<file path="config.mk">
export PLATFORM = sky130hd
export DESIGN_NAME = pdm_cic_source_flat
export DESIGN_NICKNAME = d
export VERILOG_FILES = /design/src/rtl/pdm_cic_source_if.sv /design/src/rtl/pdm_cic_source.sv /design/src/flat_wrapper.sv
export SDC_FILE = /design/constraint.sdc
export NUM_CORES = 1
export LEC_CHECK = 0
export CORE_MARGIN = 2
export CORE_UTILIZATION = 65
export DETAILED_ROUTE_END_ITERATION = 12
export GPL_TIMING_DRIVEN = 0
export PLACE_DENSITY_LB_ADDON = 0.15
export SETUP_SLACK_MARGIN = 0.05
export SYNTH_ARGS = -nofsm -noshare
export SYNTH_HDL_FRONTEND = slang
export SYNTH_SLANG_ARGS = --single-unit
export TNS_END_PERCENT = 30
</file>
<file path="constraint.sdc">
create_clock -name clk -period 10.3 [get_ports clk]
set_clock_uncertainty 0.2 [all_clocks]
set_input_delay 2.575 -clock clk [delete_from_list [all_inputs] [get_ports clk]]
set_output_delay 2.575 -clock clk [all_outputs]
set_load 0.02 [all_outputs]
</file>
<file path="src/rtl/pdm_cic_source_if.sv">
// ---------------------------------------------------------------------------
// pdm_cic_source_if
// Valid/ready/payload stream carrying signed 16-bit PCM samples from the
// PDM CIC front end to the FIR engine input.
//   valid   : producer has a sample on payload
//   ready   : consumer accepts the sample this cycle
//   payload : signed 16-bit PCM sample
// master = producer side, slave = consumer side.
// ---------------------------------------------------------------------------
interface pdm_cic_source_if;
  logic        valid;
  logic        ready;
  logic [15:0] payload;

  modport master (output valid, output payload, input ready);
  modport slave  (input valid, input payload, output ready);
endinterface

</file>
<file path="src/rtl/pdm_cic_source.sv">
// ---------------------------------------------------------------------------
// pdm_cic_source
// PDM microphone front end: generates the microphone bit clock, samples the
// 1-bit PDM stream once per bit and decimates it with an N-stage CIC filter
// (differential delay 1). Results are shifted, saturated to 16 bits and
// presented on a valid/ready stream.
//
// Ports:
//   clk         : system clock
//   reset       : asynchronous active-low reset
//   io_enable   : run enable; low clears the filter and stops the bit clock
//   io_pdm_clk  : microphone bit clock (CLK_DIV clk per period, 50% duty)
//   io_pdm_dat  : PDM data, 1 => +1, 0 => -1
//   io_data_out : PCM sample stream (master side)
//   io_overrun  : sticky flag, a decimated sample was dropped under backpressure
// ---------------------------------------------------------------------------
module pdm_cic_source #(
  parameter int CLK_DIV   = 4,
  parameter int DECIM     = 12,
  parameter int STAGES    = 4,
  parameter int ACC_W     = 24,
  parameter int OUT_SHIFT = 0
) (
  input  logic                      clk,
  input  logic                      reset,
  input  logic                      io_enable,
  output logic                      io_pdm_clk,
  input  logic                      io_pdm_dat,
  pdm_cic_source_if.master          io_data_out,
  output logic                      io_overrun
);

  localparam int HALF = CLK_DIV / 2;
  localparam int CW   = $clog2(CLK_DIV);
  localparam int DW   = $clog2(DECIM);
  localparam int WW   = $clog2(STAGES + 1);
  // Saturation compare width: at least 17 bits so the 16-bit limits are representable.
  localparam int SW   = (ACC_W > 17) ? ACC_W : 17;

  localparam logic [CW-1:0]        C_LAST   = CW'(CLK_DIV - 1);
  localparam logic [CW-1:0]        C_STROBE = CW'(HALF - 1);
  localparam logic [CW-1:0]        C_HALF   = CW'(HALF);
  localparam logic [DW-1:0]        D_LAST   = DW'(DECIM - 1);
  localparam logic [WW-1:0]        W_DONE   = WW'(STAGES);
  localparam logic signed [SW-1:0] SAT_HI   = SW'(32'sd32767);
  localparam logic signed [SW-1:0] SAT_LO   = SW'(-32'sd32768);

  // Clamp a signed value to the signed 16-bit range.
  function automatic logic [15:0] sat16(input logic signed [SW-1:0] v);
    logic [15:0] r;
    if (v > SAT_HI) begin
      r = 16'h7FFF;
    end else if (v < SAT_LO) begin
      r = 16'h8000;
    end else begin
      r = v[15:0];
    end
    return r;
  endfunction

  logic [CW-1:0]        c_q, c_d;
  logic                 pdm_clk_q, pdm_clk_d;
  logic [DW-1:0]        d_q, d_d;
  logic [WW-1:0]        warm_q, warm_d;
  logic [ACC_W-1:0]     integ_q [STAGES];
  logic [ACC_W-1:0]     integ_d [STAGES];
  logic [ACC_W-1:0]     dly_q   [STAGES];
  logic [ACC_W-1:0]     dly_d   [STAGES];
  logic [ACC_W-1:0]     comb_s  [STAGES+1];
  logic                 valid_q, valid_d;
  logic [15:0]          payload_q, payload_d;
  logic                 overrun_q, overrun_d;

  logic                 strobe_s;
  logic                 dec_s;
  logic                 present_s;
  logic                 xfer_s;
  logic [ACC_W-1:0]     x_s;
  logic signed [ACC_W-1:0] shift_s;
  logic [15:0]          sample_s;

  // Bit-clock divider and per-bit sample strobe.
  always_comb begin
    c_d       = '0;
    pdm_clk_d = 1'b0;
    strobe_s  = 1'b0;
    if (io_enable) begin
      strobe_s = (c_q == C_STROBE);
      if (c_q == C_LAST) begin
        c_d = '0;
      end else begin
        c_d = c_q + CW'(1);
      end
      // Registered from the next count so io_pdm_clk tracks c without glitches.
      pdm_clk_d = (c_d < C_HALF);
    end else begin
      c_d       = '0;
      pdm_clk_d = 1'b0;
    end
  end

  // PDM bit mapped to +1 / -1 at accumulator width.
  always_comb begin
    x_s = '0;
    if (io_pdm_dat) begin
      x_s = ACC_W'(1);
    end else begin
      x_s = {ACC_W{1'b1}};
    end
  end

  // Decimation counter and warm-up counter.
  always_comb begin
    dec_s     = strobe_s && (d_q == D_LAST);
    present_s = dec_s && (warm_q == W_DONE);
    d_d       = d_q;
    warm_d    = warm_q;
    if (!io_enable) begin
      d_d    = '0;
      warm_d = '0;
    end else begin
      if (strobe_s) begin
        if (dec_s) begin
          d_d = '0;
        end else begin
          d_d = d_q + DW'(1);
        end
      end else begin
        d_d = d_q;
      end
      // The first STAGES results still carry start-up transients; count them off.
      if (dec_s && (warm_q != W_DONE)) begin
        warm_d = warm_q + WW'(1);
      end else begin
        warm_d = warm_q;
      end
    end
  end

  // Integrator chain and comb chain (modulo 2^ACC_W, wrap intended).
  always_comb begin
    comb_s[0] = integ_q[STAGES-1];
    for (int k = 0; k < STAGES; k++) begin
      comb_s[k+1] = comb_s[k] - dly_q[k];
    end
    integ_d = integ_q;
    dly_d   = dly_q;
    if (!io_enable) begin
      for (int k = 0; k < STAGES; k++) begin
        integ_d[k] = '0;
        dly_d[k]   = '0;
      end
    end else begin
      if (strobe_s) begin
        // Each stage adds the previous stage's registered value.
        integ_d[0] = integ_q[0] + x_s;
        for (int k = 1; k < STAGES; k++) begin
          integ_d[k] = integ_q[k] + integ_q[k-1];
        end
      end else begin
        integ_d = integ_q;
      end
      if (dec_s) begin
        for (int k = 0; k < STAGES; k++) begin
          dly_d[k] = comb_s[k];
        end
      end else begin
        dly_d = dly_q;
      end
    end
  end

  // Output scaling and saturation of the final comb result.
  always_comb begin
    shift_s  = $signed(comb_s[STAGES]) >>> OUT_SHIFT;
    sample_s = sat16(SW'(shift_s));
  end

  // Output handshake: load, hold under backpressure, drop with overrun.
  always_comb begin
    valid_d   = valid_q;
    payload_d = payload_q;
    overrun_d = overrun_q;
    xfer_s    = valid_q && io_data_out.ready;
    if (present_s) begin
      // A transfer in the same cycle frees the register for the new sample.
      if (!valid_q || io_data_out.ready) begin
        valid_d   = 1'b1;
        payload_d = sample_s;
      end else begin
        overrun_d = 1'b1;
      end
    end else if (xfer_s) begin
      valid_d = 1'b0;
    end else begin
      valid_d = valid_q;
    end
  end

  // State registers.
  always_ff @(posedge clk or negedge reset) begin
    if (!reset) begin
      c_q       <= '0;
      pdm_clk_q <= 1'b0;
      d_q       <= '0;
      warm_q    <= '0;
      for (int k = 0; k < STAGES; k++) begin
        integ_q[k] <= '0;
        dly_q[k]   <= '0;
      end
      valid_q   <= 1'b0;
      payload_q <= 16'h0000;
      overrun_q <= 1'b0;
    end else begin
      c_q       <= c_d;
      pdm_clk_q <= pdm_clk_d;
      d_q       <= d_d;
      warm_q    <= warm_d;
      for (int k = 0; k < STAGES; k++) begin
        integ_q[k] <= integ_d[k];
        dly_q[k]   <= dly_d[k];
      end
      valid_q   <= valid_d;
      payload_q <= payload_d;
      overrun_q <= overrun_d;
    end
  end

  assign io_pdm_clk          = pdm_clk_q;
  assign io_data_out.valid   = valid_q;
  assign io_data_out.payload = payload_q;
  assign io_overrun          = overrun_q;

endmodule

</file>
<file path="src/flat_wrapper.sv">
// flat-port wrapper written by rule: the top's interface ports become plain ports
module pdm_cic_source_flat 
#(
  parameter int CLK_DIV   = 4,
  parameter int DECIM     = 12,
  parameter int STAGES    = 4,
  parameter int ACC_W     = 24,
  parameter int OUT_SHIFT = 0
)
  (clk, reset, io_enable, io_pdm_clk, io_pdm_dat, io_overrun, io_data_out_valid, io_data_out_payload, io_data_out_ready);
  pdm_cic_source_if io_data_out_i ();
  input  logic clk;
  input  logic reset;
  input  logic io_enable;
  output logic io_pdm_clk;
  input  logic io_pdm_dat;
  output logic io_overrun;
  output wire logic [$bits(io_data_out_i.valid)-1:0] io_data_out_valid;
  output wire logic [$bits(io_data_out_i.payload)-1:0] io_data_out_payload;
  input wire logic [$bits(io_data_out_i.ready)-1:0] io_data_out_ready;
  assign io_data_out_valid = io_data_out_i.valid;
  assign io_data_out_payload = io_data_out_i.payload;
  assign io_data_out_i.ready = io_data_out_ready;
  pdm_cic_source #(.CLK_DIV(CLK_DIV), .DECIM(DECIM), .STAGES(STAGES), .ACC_W(ACC_W), .OUT_SHIFT(OUT_SHIFT)) u_core (.clk(clk), .reset(reset), .io_enable(io_enable), .io_pdm_clk(io_pdm_clk), .io_pdm_dat(io_pdm_dat), .io_data_out(io_data_out_i), .io_overrun(io_overrun));
endmodule
</file>
==> results of run 1 <==
worst paths after layout:
kind                                                  endpoint  cells after the start  slack, ns               from
worst max-delay path            u_core.io_data_out.payload[14]                     37       1.48  u_core.comb_s[96]
worst min-delay path                             u_core.c_q[0]                      1       0.28      u_core.c_q[0]
worst max register to register  u_core.io_data_out.payload[14]                     37       1.48  u_core.comb_s[96]
worst min register to register                   u_core.c_q[0]                      1       0.28      u_core.c_q[0]
max in group asynchronous                   u_core.integ_q[49]                      2       6.95              reset
min in group asynchronous                     u_core.dly_q[56]                      1       1.87              reset
kinds of logic after synthesis:
group / synth area share (%)
buf+inv: 4.59
mux: 2.56
xor+xnor: 8.36
simple gates: 19.2
compound gates: 18.8
flops: 31.9
fa+ha+maj: 14.6
power by group through the flow:
stage               clock network [mW]  registers [mW]  logic [mW]
floorplan                            0           0.923        3.19
global placement                     0           0.935        3.86
detailed placement                   0           0.935        3.93
CTS                               1.06           0.919        3.97
global route                      1.10           0.922        4.40
finish                            1.05           0.920        3.99
per-stage QoR:
stage / std cells / setup slack (ns) / power (mW)
floorplan: 2014 / 2.75 / 4.11
global placement: 2372 / -3.18 / 4.80
detailed placement: 2373 / 1.60 / 4.86
CTS: 2423 / 1.53 / 5.95
global route: 2423 / 0.768 / 6.43
finish: 2423 / 1.48 / 5.96
synth_stat cells, drive strengths merged, types with 7 or more instances:
cell type / instances / share of area (%)
o22ai: 20 / 1.1
o21ai: 82 / 2.4
o21a: 17 / 0.74
mux2i: 43 / 2.5
o211a: 7 / 0.41
o211ai: 8 / 0.35
fa: 8 / 0.93
nand2b: 21 / 0.76
and2: 7 / 0.25
nor2: 121 / 2.6
buf: 14 / 0.39
ha: 188 / 14
o31a: 10 / 0.51
a21o: 78 / 3.4
a31oi: 10 / 0.45
xor2: 56 / 2.8
a211oi: 12 / 0.52
xnor2: 105 / 5.4
a22o: 7 / 0.36
nand2: 257 / 5.6
o21bai: 24 / 1.0
inv: 143 / 3.1
o31ai: 12 / 0.55
nand4: 9 / 0.33
nor3: 30 / 0.87
or3: 13 / 0.47
a211o: 9 / 0.46
and3: 22 / 0.80
dfrtp: 220 / 32
clkbuf: 50 / 1.1
nand3: 116 / 3.4
nor2b: 80 / 2.9
a21oi: 142 / 4.1
metal layers:
layer | GRT usage [%] | part of all wire, % | vias to the layer above
met5 | 0 | 0 | -
li1 | - | - | 7172
met1 | 36.7 | 41 | 6981
met3 | 3.85 | 4.8 | 127
met4 | 12.6 | 4.1 | 0
met2 | 55.5 | 50 | 384
registers in the layout, indices dropped and copies added, names as in the netlist:
| register | flops |
|---|---|
| u_core.io_overrun | 1 |
| u_core.d_q | 4 |
| u_core.comb_s | 24 |
| u_core.warm_q | 3 |
| u_core.c_q | 2 |
| u_core.io_pdm_clk | 1 |
| u_core.integ_q | 72 |
| u_core.dly_q | 96 |
| u_core.io_data_out.valid | 1 |
| u_core.io_data_out.payload | 16 |
cell type report:
| cell class | count | share of cell area [%] |
|---|---|---|
| multi-input cells | 1587 | 57.9 |
| flip-flops and latches | 220 | 29.1 |
| clock buffers | 33 | 3.90 |
| inverters | 143 | 2.84 |
| well taps | 335 | 2.22 |
| repair buffers | 24 | 1.39 |
| plain buffers | 64 | 1.35 |
| clock inverters | 17 | 1.29 |
==> reports/qor.yml, run 1 <==
synth:
  ys_ff_latch: 220
  syn_nets: 2215
  ys_warn_count: 0
  syn_area_sq_um: 17200
  synth-edff-count: 0
  synthCells: 2014
  synth.avg_cell_area_sq_um: 8.56
  ys_async_sr_fraction_pct: 100
  synth_seq_area_share_pct: 31.9
  synthDistinctLibCells: 73
  ys.flop_type: "dfrtp_1"
route:
  viasPerCell: 6.05
  firstDrtPassIters: 6
  vias: 14664
  ant_nets: 0
  avgRoutedWirePerCell_um: 17.7
  drt_wl_total_um: 42900
  drc: 0
  drtIter0Drc: 963
grt:
  antenna_found_initial: 0
  grt_pass1_wl_um: 70600
  grt.overflow.total: 0
  grt_pass1_vias: 14429
  gr-usage-all-layers_pct: 30.6
  grt_max_degree: 121
layout:
  multi_input_area_sq_um: 10900
  final_common_cell: "nand2_1"
  syn_to_final_growth_pct: 9.65
  fin_util_pct: 72.5
  n_antenna_cell: 0
  finalNetCount: 2268
  layout-drive-gt1-share_pct: 3.78
  nFillCells: 1986
  final_cell_mix: "nand2_1 (257), dfrtp_1 (220), ha_1 (188), inv_1 (143), a21oi_1 (142)"
  seq_area_sq_um: 5510
  final_design_area_no_fill_sq_um: 18900
clock_tree:
  h-tree-depth: 1
  cts_inserted_buffers: 27
  clockBufferDepth: 3
  path_clk_slew_ns: 0.06
  postCtsHoldBufs: 0
  cts_tree: "done"
  clock_sinks: 220
  root_buffer: "clkbuf_16"
  post-cts-setup-buffer-count: 0
  clk_latency_ns: 0.54
  post_cts_resized: 0
timing:
  period_share_pct: 85.6
  fmax_mhz: 113
  min_period_ns: 8.82
  worst_pin_slew_ns: 1.33
  fin_setup_tns_ns: 0
  report.final.hold_viol_count: 0
  finalSetupViolations: 0
  slew_headroom_pct: 10.5
  grt_setup_unrepaired: "no"
  fin_worst_hold_slack_ns: 0.277
  drv_slew: 0
placement:
  place.detailed.hpwl_um: 31900
  io_buffers: 23
  gp_routability_congestion: 0.919
  placed_area_sq_um: 17900
floorplan:
  fp.dieH_um: 167
  rows: 59
  die_area_sq_um: 27800
  start_util_pct: 66.2
  dieWidth_um: 167
  core_area_sq_um: 26100
  ios: 24
worst_setup_path:
  cp_max_fo: 10
  crit_type: "reg2reg"
  slowest_delay_ns: 0.60
  worst_path_max_delay_cell: "a2111oi_0"
  cp_common_cell: "a21oi_1"
  required_ns: 10.51
  critPathCaptureType: "register"
  start_kind: "register"
  crit_family: "compound AO/OA/AOI/OAI gates"
  cp_data_arrival_time_ns: 9.03
  cp.buffers_inverters: 4
power:
  power_frac_clock_pct: 17.7
  swShare_pct: 45.8
  power.density_nw_per_um2: 316
  p_leak_nw: 9.29
  ir_worst_vdd_v: 0.000553
  p_int_mw: 3.23
  p_sw_mw: 2.73
  combPwrFrac_pct: 66.9
  p_seq_share_pct: 15.4
run:
  cap_violations: 0
run_status:
  status: "complete, no violations"
worst_hold_path:
  hp-class: "reg2reg"
(Power assumes the default switching activity.)
==> inputs of run 2 (changes only) <==
Settings changed: CORE_MARGIN 2 to default, CORE_UTILIZATION 65 to 35.
==> run 2 against run 1 <==
  * Final area rose by 2.8%
  * Critical path type unchanged
  * Sequential share of layout area down 0.80 points
  * Sequential cell count unchanged
  * Critical path depth fell by 1
==> reports/qor.yml, run 2 (same netlist as run 1, synthesis figures left out) <==
floorplan:
  start_util_pct: 35.8  # -30 points
  core_area_sq_um: 48100  # +85%
  rows: 80  # +36%
  dieWidth_um: 224  # +34%
  die_area_sq_um: 50100  # +80%
  fp.dieH_um: 224  # +34%
  ios: 24  # unchanged
route:
  drt_wl_total_um: 46400  # +8.0%
  firstDrtPassIters: 5  # -1
  viasPerCell: 5.17  # -15%
  ant_nets: 0  # unchanged
  avgRoutedWirePerCell_um: 16.9  # -4.8%
  vias: 14222  # -3.0%
  drtIter0Drc: 656  # -32%
  drc: 0  # unchanged
layout:
  layout-drive-gt1-share_pct: 3.87  # +0.088 points
  largest_reg_flops: 96  # unchanged
  final_cell_mix: "nand2_1 (257), dfrtp_1 (220), ha_1 (188), inv_1 (143), a21oi_1 (142)"
  fin_cells: 2749  # +13%
  final_common_cell: "nand2_1"
  final_design_area_no_fill_sq_um: 19400  # +2.8%
  syn_to_final_growth_pct: 12.8
  registers.top_by_ff_count: "u_core.dly_q"
  finalNetCount: 2271  # +0.13%
clock_tree:
  cts_inserted_buffers: 29  # +7.4%
  clockBufferDepth: 3  # unchanged
  postCtsHoldBufs: 0  # unchanged
  cts_tree: "done"
  path_clk_slew_ns: 0.06  # about the same
  h-tree-depth: 1  # unchanged
  root_buffer: "clkbuf_16"
  clk_latency_ns: 0.57  # +0.03 ns
  clock_sinks: 220  # unchanged
  post_cts_resized: 0  # unchanged
  post-cts-setup-buffer-count: 0  # unchanged
timing:
  grt_setup_unrepaired: "no"
  drv_slew: 0  # unchanged
  fmax_mhz: 111  # -2.5%
  finalSetupViolations: 0  # unchanged
  min_period_ns: 9.05  # +0.228 ns
  period_share_pct: 87.8  # +2.2 points
  worst_pin_slew_ns: 1.26  # -0.0698 ns
  slew_headroom_pct: 15.2  # +4.7 points
  report.final.hold_viol_count: 0  # unchanged
worst_setup_path:
  worst_path_max_delay_cell: "a2111oi_0"
  cp_max_fo: 10  # unchanged
  cp_data_arrival_time_ns: 9.28  # +0.25 ns
  r2r_start: "u_core.comb_s[96]"
  reg2reg_depth: 36  # -2.7%
  rrSetupSlack_ns: 1.25  # -0.23 ns
  slowest_delay_ns: 0.79  # +0.19 ns
  r2r_end: "u_core.io_data_out.payload[14]"
  critPathCaptureType: "register"
  required_ns: 10.53  # +0.02 ns
  start_kind: "register"
  crit_type: "reg2reg"
grt:
  antenna_found_initial: 0  # unchanged
  grt.overflow.total: 0  # unchanged
  gr-usage-all-layers_pct: 18.8  # -12 points
  grt_max_degree: 110  # -9.1%
  grt_pass1_vias: 14045  # -2.7%
  grt_pass1_wl_um: 75200  # +6.5%
power:
  ir_worst_vdd_v: 0.000384  # -31%
  power.density_nw_per_um2: 312  # -1.1%
  p_leak_nw: 9.35  # +0.64%
placement:
  numPlacedInstances: 2695  # +14%
  placed_area_sq_um: 18400  # +2.4%
  place.detailed.hpwl_um: 35400  # +11%
  io_buffers: 23  # unchanged
  gp_routability_congestion: 0.852  # -7.3%
worst_hold_path:
  whs_endpoint: "u_core.c_q[0]"
  min_from: "u_core.c_q[0]"
  whs_path_depth: 1  # unchanged
  hp-class: "reg2reg"
run:
  cap_violations: 0  # unchanged
run_status:
  status: "complete, no violations"
[run 2: cell types whose count changed in the layout (fill, tap and decap cells not counted)]
cell,before,now
diode_2,0,1
clkinvlp_4,2,1
clkbuf_16,27,29
buf_16,1,2
clkbuf_1,52,54
clkinv_2,8,2
clkbuf_8,4,10
[run 2: through the flow]
stage | power (mW) | util (%) | setup slack [ns] | TNS [ns] | hold WS, ns
after floorplan | 4.11 | - | 2.75 | 0 | 0.240
after global placement | 4.94 | 38.0 | -4.00 | -873.77 | 0.253
after detailed placement | 4.96 | 38.1 | 1.22 | 0 | 0.270
after CTS | 6.14 | 40.4 | 1.16 | 0 | 0.275
after global routing | 6.59 | 40.4 | 0.394 | 0 | 0.300
final | 6.07 | 40.4 | 1.25 | 0 | 0.271
[run 2: worst max path at each step]
stage                            from                        endpoint  depth (start not counted)
global placement                reset              u_core.integ_q[82]                          1
floorplan           u_core.comb_s[96]   u_core.io_data_out.payload[1]                         38
detailed placement  u_core.comb_s[96]   u_core.io_data_out.payload[9]                         36
CTS                 u_core.comb_s[96]   u_core.io_data_out.payload[9]                         36
global route        u_core.comb_s[96]   u_core.io_data_out.payload[9]                         36
finish              u_core.comb_s[96]  u_core.io_data_out.payload[14]                         36
[run 2: final cells by class]
type	count	area, sq um
Clock inverter	10	206
Clock buffer	43	878
Multi-Input combinational cell	1587	10900
Timing Repair Buffer	25	290
Fill cell	4906	28700
Tap cell	656	821
Buffer	64	255
Antenna cell	1	2.50
Sequential cell	220	5510
Inverter	143	537
[run 2: where the power goes]
part | internal, mW | switching (mW)
combinational | 1.69 | 2.31
clock | 0.735 | 0.413
sequential | 0.889 | 0.0313
[run 2: critical path: cells and delay by family (launching register included)]
family	cells	cell delay, ns
flip-flops	1	0.41
AND/OR/NAND/NOR	8	1.22
adder cells (fa/ha/maj)	5	1.57
buffers and inverters	3	0.42
AO/OA/AOI/OAI	15	3.72
XOR/XNOR	5	1.37
[run 2: layer usage]
| layer | vias to the layer above | global-route usage (%) | routed length [um] |
|---|---|---|---|
| li1 | 7168 | - | - |
| met2 | 165 | 34.0 | 22800 |
| met4 | 0 | 4.40 | 1060 |
| met1 | 6828 | 23.7 | 21400 |
| met3 | 61 | 2.14 | 1080 |
| met5 | - | 0 | 0 |
==> inputs of run 3 (changes only) <==
Settings changed: SLEW_MARGIN from default to 5.
==> run 3 against run 2 <==
  * Via count is 0.47% lower
  * Routed wire length about the same
  * First-iteration DRC count down 5.5%
  * Largest cell class unchanged
==> reports/qor.yml, run 3 (same netlist as run 1, synthesis figures left out) <==
grt:
  grt_pass1_vias: 14012  # -0.23%
  grt.overflow.total: 0  # unchanged
  grt_max_degree: 102  # -7.3%
  grt_pass1_wl_um: 75200  # about the same
  gr-usage-all-layers_pct: 18.8  # +0.022 points
  antenna_found_initial: 0  # unchanged
clock_tree:
  clk_latency_ns: 0.57  # about the same
  cts_inserted_buffers: 30  # +3.4%
  clock_sinks: 220  # unchanged
  post-cts-setup-buffer-count: 0  # unchanged
  clockBufferDepth: 3  # unchanged
  h-tree-depth: 1  # unchanged
  postCtsHoldBufs: 0  # unchanged
  post_cts_resized: 0  # unchanged
  path_clk_slew_ns: 0.06  # about the same
  root_buffer: "clkbuf_16"
  cts_tree: "done"
timing:
  drv_slew: 0  # unchanged
  worst_pin_slew_ns: 1.06  # -0.199 ns
  fmax_mhz: 111  # +0.84%
  report.final.hold_viol_count: 0  # unchanged
  setup_slack_ns: 1.33  # +0.0752 ns
  fin_setup_tns_ns: 0  # unchanged
  period_share_pct: 87.1  # -0.73 points
  grt_setup_unrepaired: "no"
  min_period_ns: 8.97  # -0.0752 ns
  slew_headroom_pct: 29.1  # +14 points
  finalSetupViolations: 0  # unchanged
route:
  drtIter0Drc: 620  # -5.5%
  avgRoutedWirePerCell_um: 16.9  # about the same
  viasPerCell: 5.15  # -0.47%
  drc: 0  # unchanged
  vias: 14155  # -0.47%
  drt_wl_total_um: 46400  # about the same
  firstDrtPassIters: 5  # unchanged
  ant_nets: 0  # unchanged
worst_setup_path:
  crit_family: "compound AO/OA/AOI/OAI gates"
  r2r_end: "u_core.io_data_out.payload[9]"
  critPathCaptureType: "register"
  worst_path_max_delay_cell: "a2111oi_0"
  reg2reg_depth: 37  # +2.8%
  cp_data_arrival_time_ns: 9.21  # -0.07 ns
  r2r_start: "u_core.comb_s[96]"
  cp_max_fo: 10  # unchanged
  required_ns: 10.53  # about the same
  start_kind: "register"
  slowest_delay_ns: 0.63  # -0.16 ns
  crit_type: "reg2reg"
  cp_common_cell: "a21oi_1"
  rrSetupSlack_ns: 1.33  # +0.08 ns
  cp.buffers_inverters: 4  # +1
power:
  p_leak_nw: 9.35  # about the same
  ir_worst_vdd_v: 0.000383  # -0.24%
  power.density_nw_per_um2: 312  # about the same
  p_total_mw: 6.06  # -0.14%
floorplan:
  dieWidth_um: 224  # unchanged
  fp.dieH_um: 224  # unchanged
  start_util_pct: 35.8  # unchanged
  die_area_sq_um: 50100  # unchanged
  rows: 80  # unchanged
  ios: 24  # unchanged
  core_area_sq_um: 48100  # unchanged
layout:
  registers.top_by_ff_count: "u_core.dly_q"
  layout-drive-gt1-share_pct: 4.06  # +0.19 points
  final_common_cell: "nand2_1"
  finalNetCount: 2272  # +0.044%
  final_cell_mix: "nand2_1 (257), dfrtp_1 (220), ha_1 (188), inv_1 (143), a21oi_1 (142)"
  n_antenna_cell: 0  # -1
  largest_reg_flops: 96  # unchanged
  syn_to_final_growth_pct: 12.7  # about the same
placement:
  dp_slack_ns: 1.22  # +0.00712 ns
  gp_routability_congestion: 0.852  # unchanged
  io_buffers: 23  # unchanged
  place.detailed.hpwl_um: 35400  # about the same
worst_hold_path:
  min_from: "u_core.c_q[0]"
  whs_path_depth: 1  # unchanged
  hp-class: "reg2reg"
  whs_endpoint: "u_core.c_q[0]"
run_status:
  status: "complete, no violations"
run:
  cap_violations: 0  # unchanged
==> run 3: changes by cell type in the layout (fill, tap and decap cells not counted), sizes merged <==
| cell | previous run | this run |
|---|---|---|
| bufinv | 6 | 5 |
| clkbuf | 93 | 89 |
| clkinv | 2 | 10 |
| clkinvlp | 1 | 0 |
| diode | 1 | 0 |
| inv | 144 | 143 |
==> run 3: metal layers <==
layer	wire length [um]	vias up	track usage [%]
li1	-	7176	-
met1	21500	6751	24.1
met2	22700	169	33.9
met3	1190	59	1.92
met4	992	0	4.15
met5	0	-	0
==> run 3: layout make-up <==
class	count	area [sq um]
inverter	143	537
timing repair buffer	25	290
clock inverter	15	200
clock buffer	39	866
sequential	220	5510
fill	4874	28700
tap	656	821
multi-input combinational	1587	10900
buffer	64	255
==> run 3: power by group <==
group	switching (mW)	total (mW)	leakage [nW]	internal, mW
clock	0.413	1.12	0.537	0.710
sequential	0.0309	0.920	3.05	0.890
combinational	2.33	4.01	5.76	1.69
total	2.77	6.06	9.35	3.28
==> run 3: worst max-delay path by stage <==
stage / slack [ns] / to / start / cells past startpoint
after floorplan: 2.75 / u_core.io_data_out.payload[1] / u_core.comb_s[96] / 38
after global routing: 0.45 / u_core.io_data_out.payload[6] / u_core.comb_s[96] / 36
after CTS: 1.17 / u_core.io_data_out.payload[9] / u_core.comb_s[96] / 36
after detailed placement: 1.22 / u_core.io_data_out.payload[9] / u_core.comb_s[96] / 36
final: 1.33 / u_core.io_data_out.payload[9] / u_core.comb_s[96] / 37
after global placement: -4.00 / u_core.integ_q[82] / reset / 1
==> run 3: metrics by stage <==
stage,util (%),cell area [sq um],hold slack (ns),cells
after global placement,38.0,18300,0.253,2693
after detailed placement,38.1,18400,0.273,2695
after floorplan,-,17200,0.240,2014
after global routing,40.3,19400,0.297,2749
final,40.3,19400,0.274,2749
after CTS,40.3,19400,0.278,2749
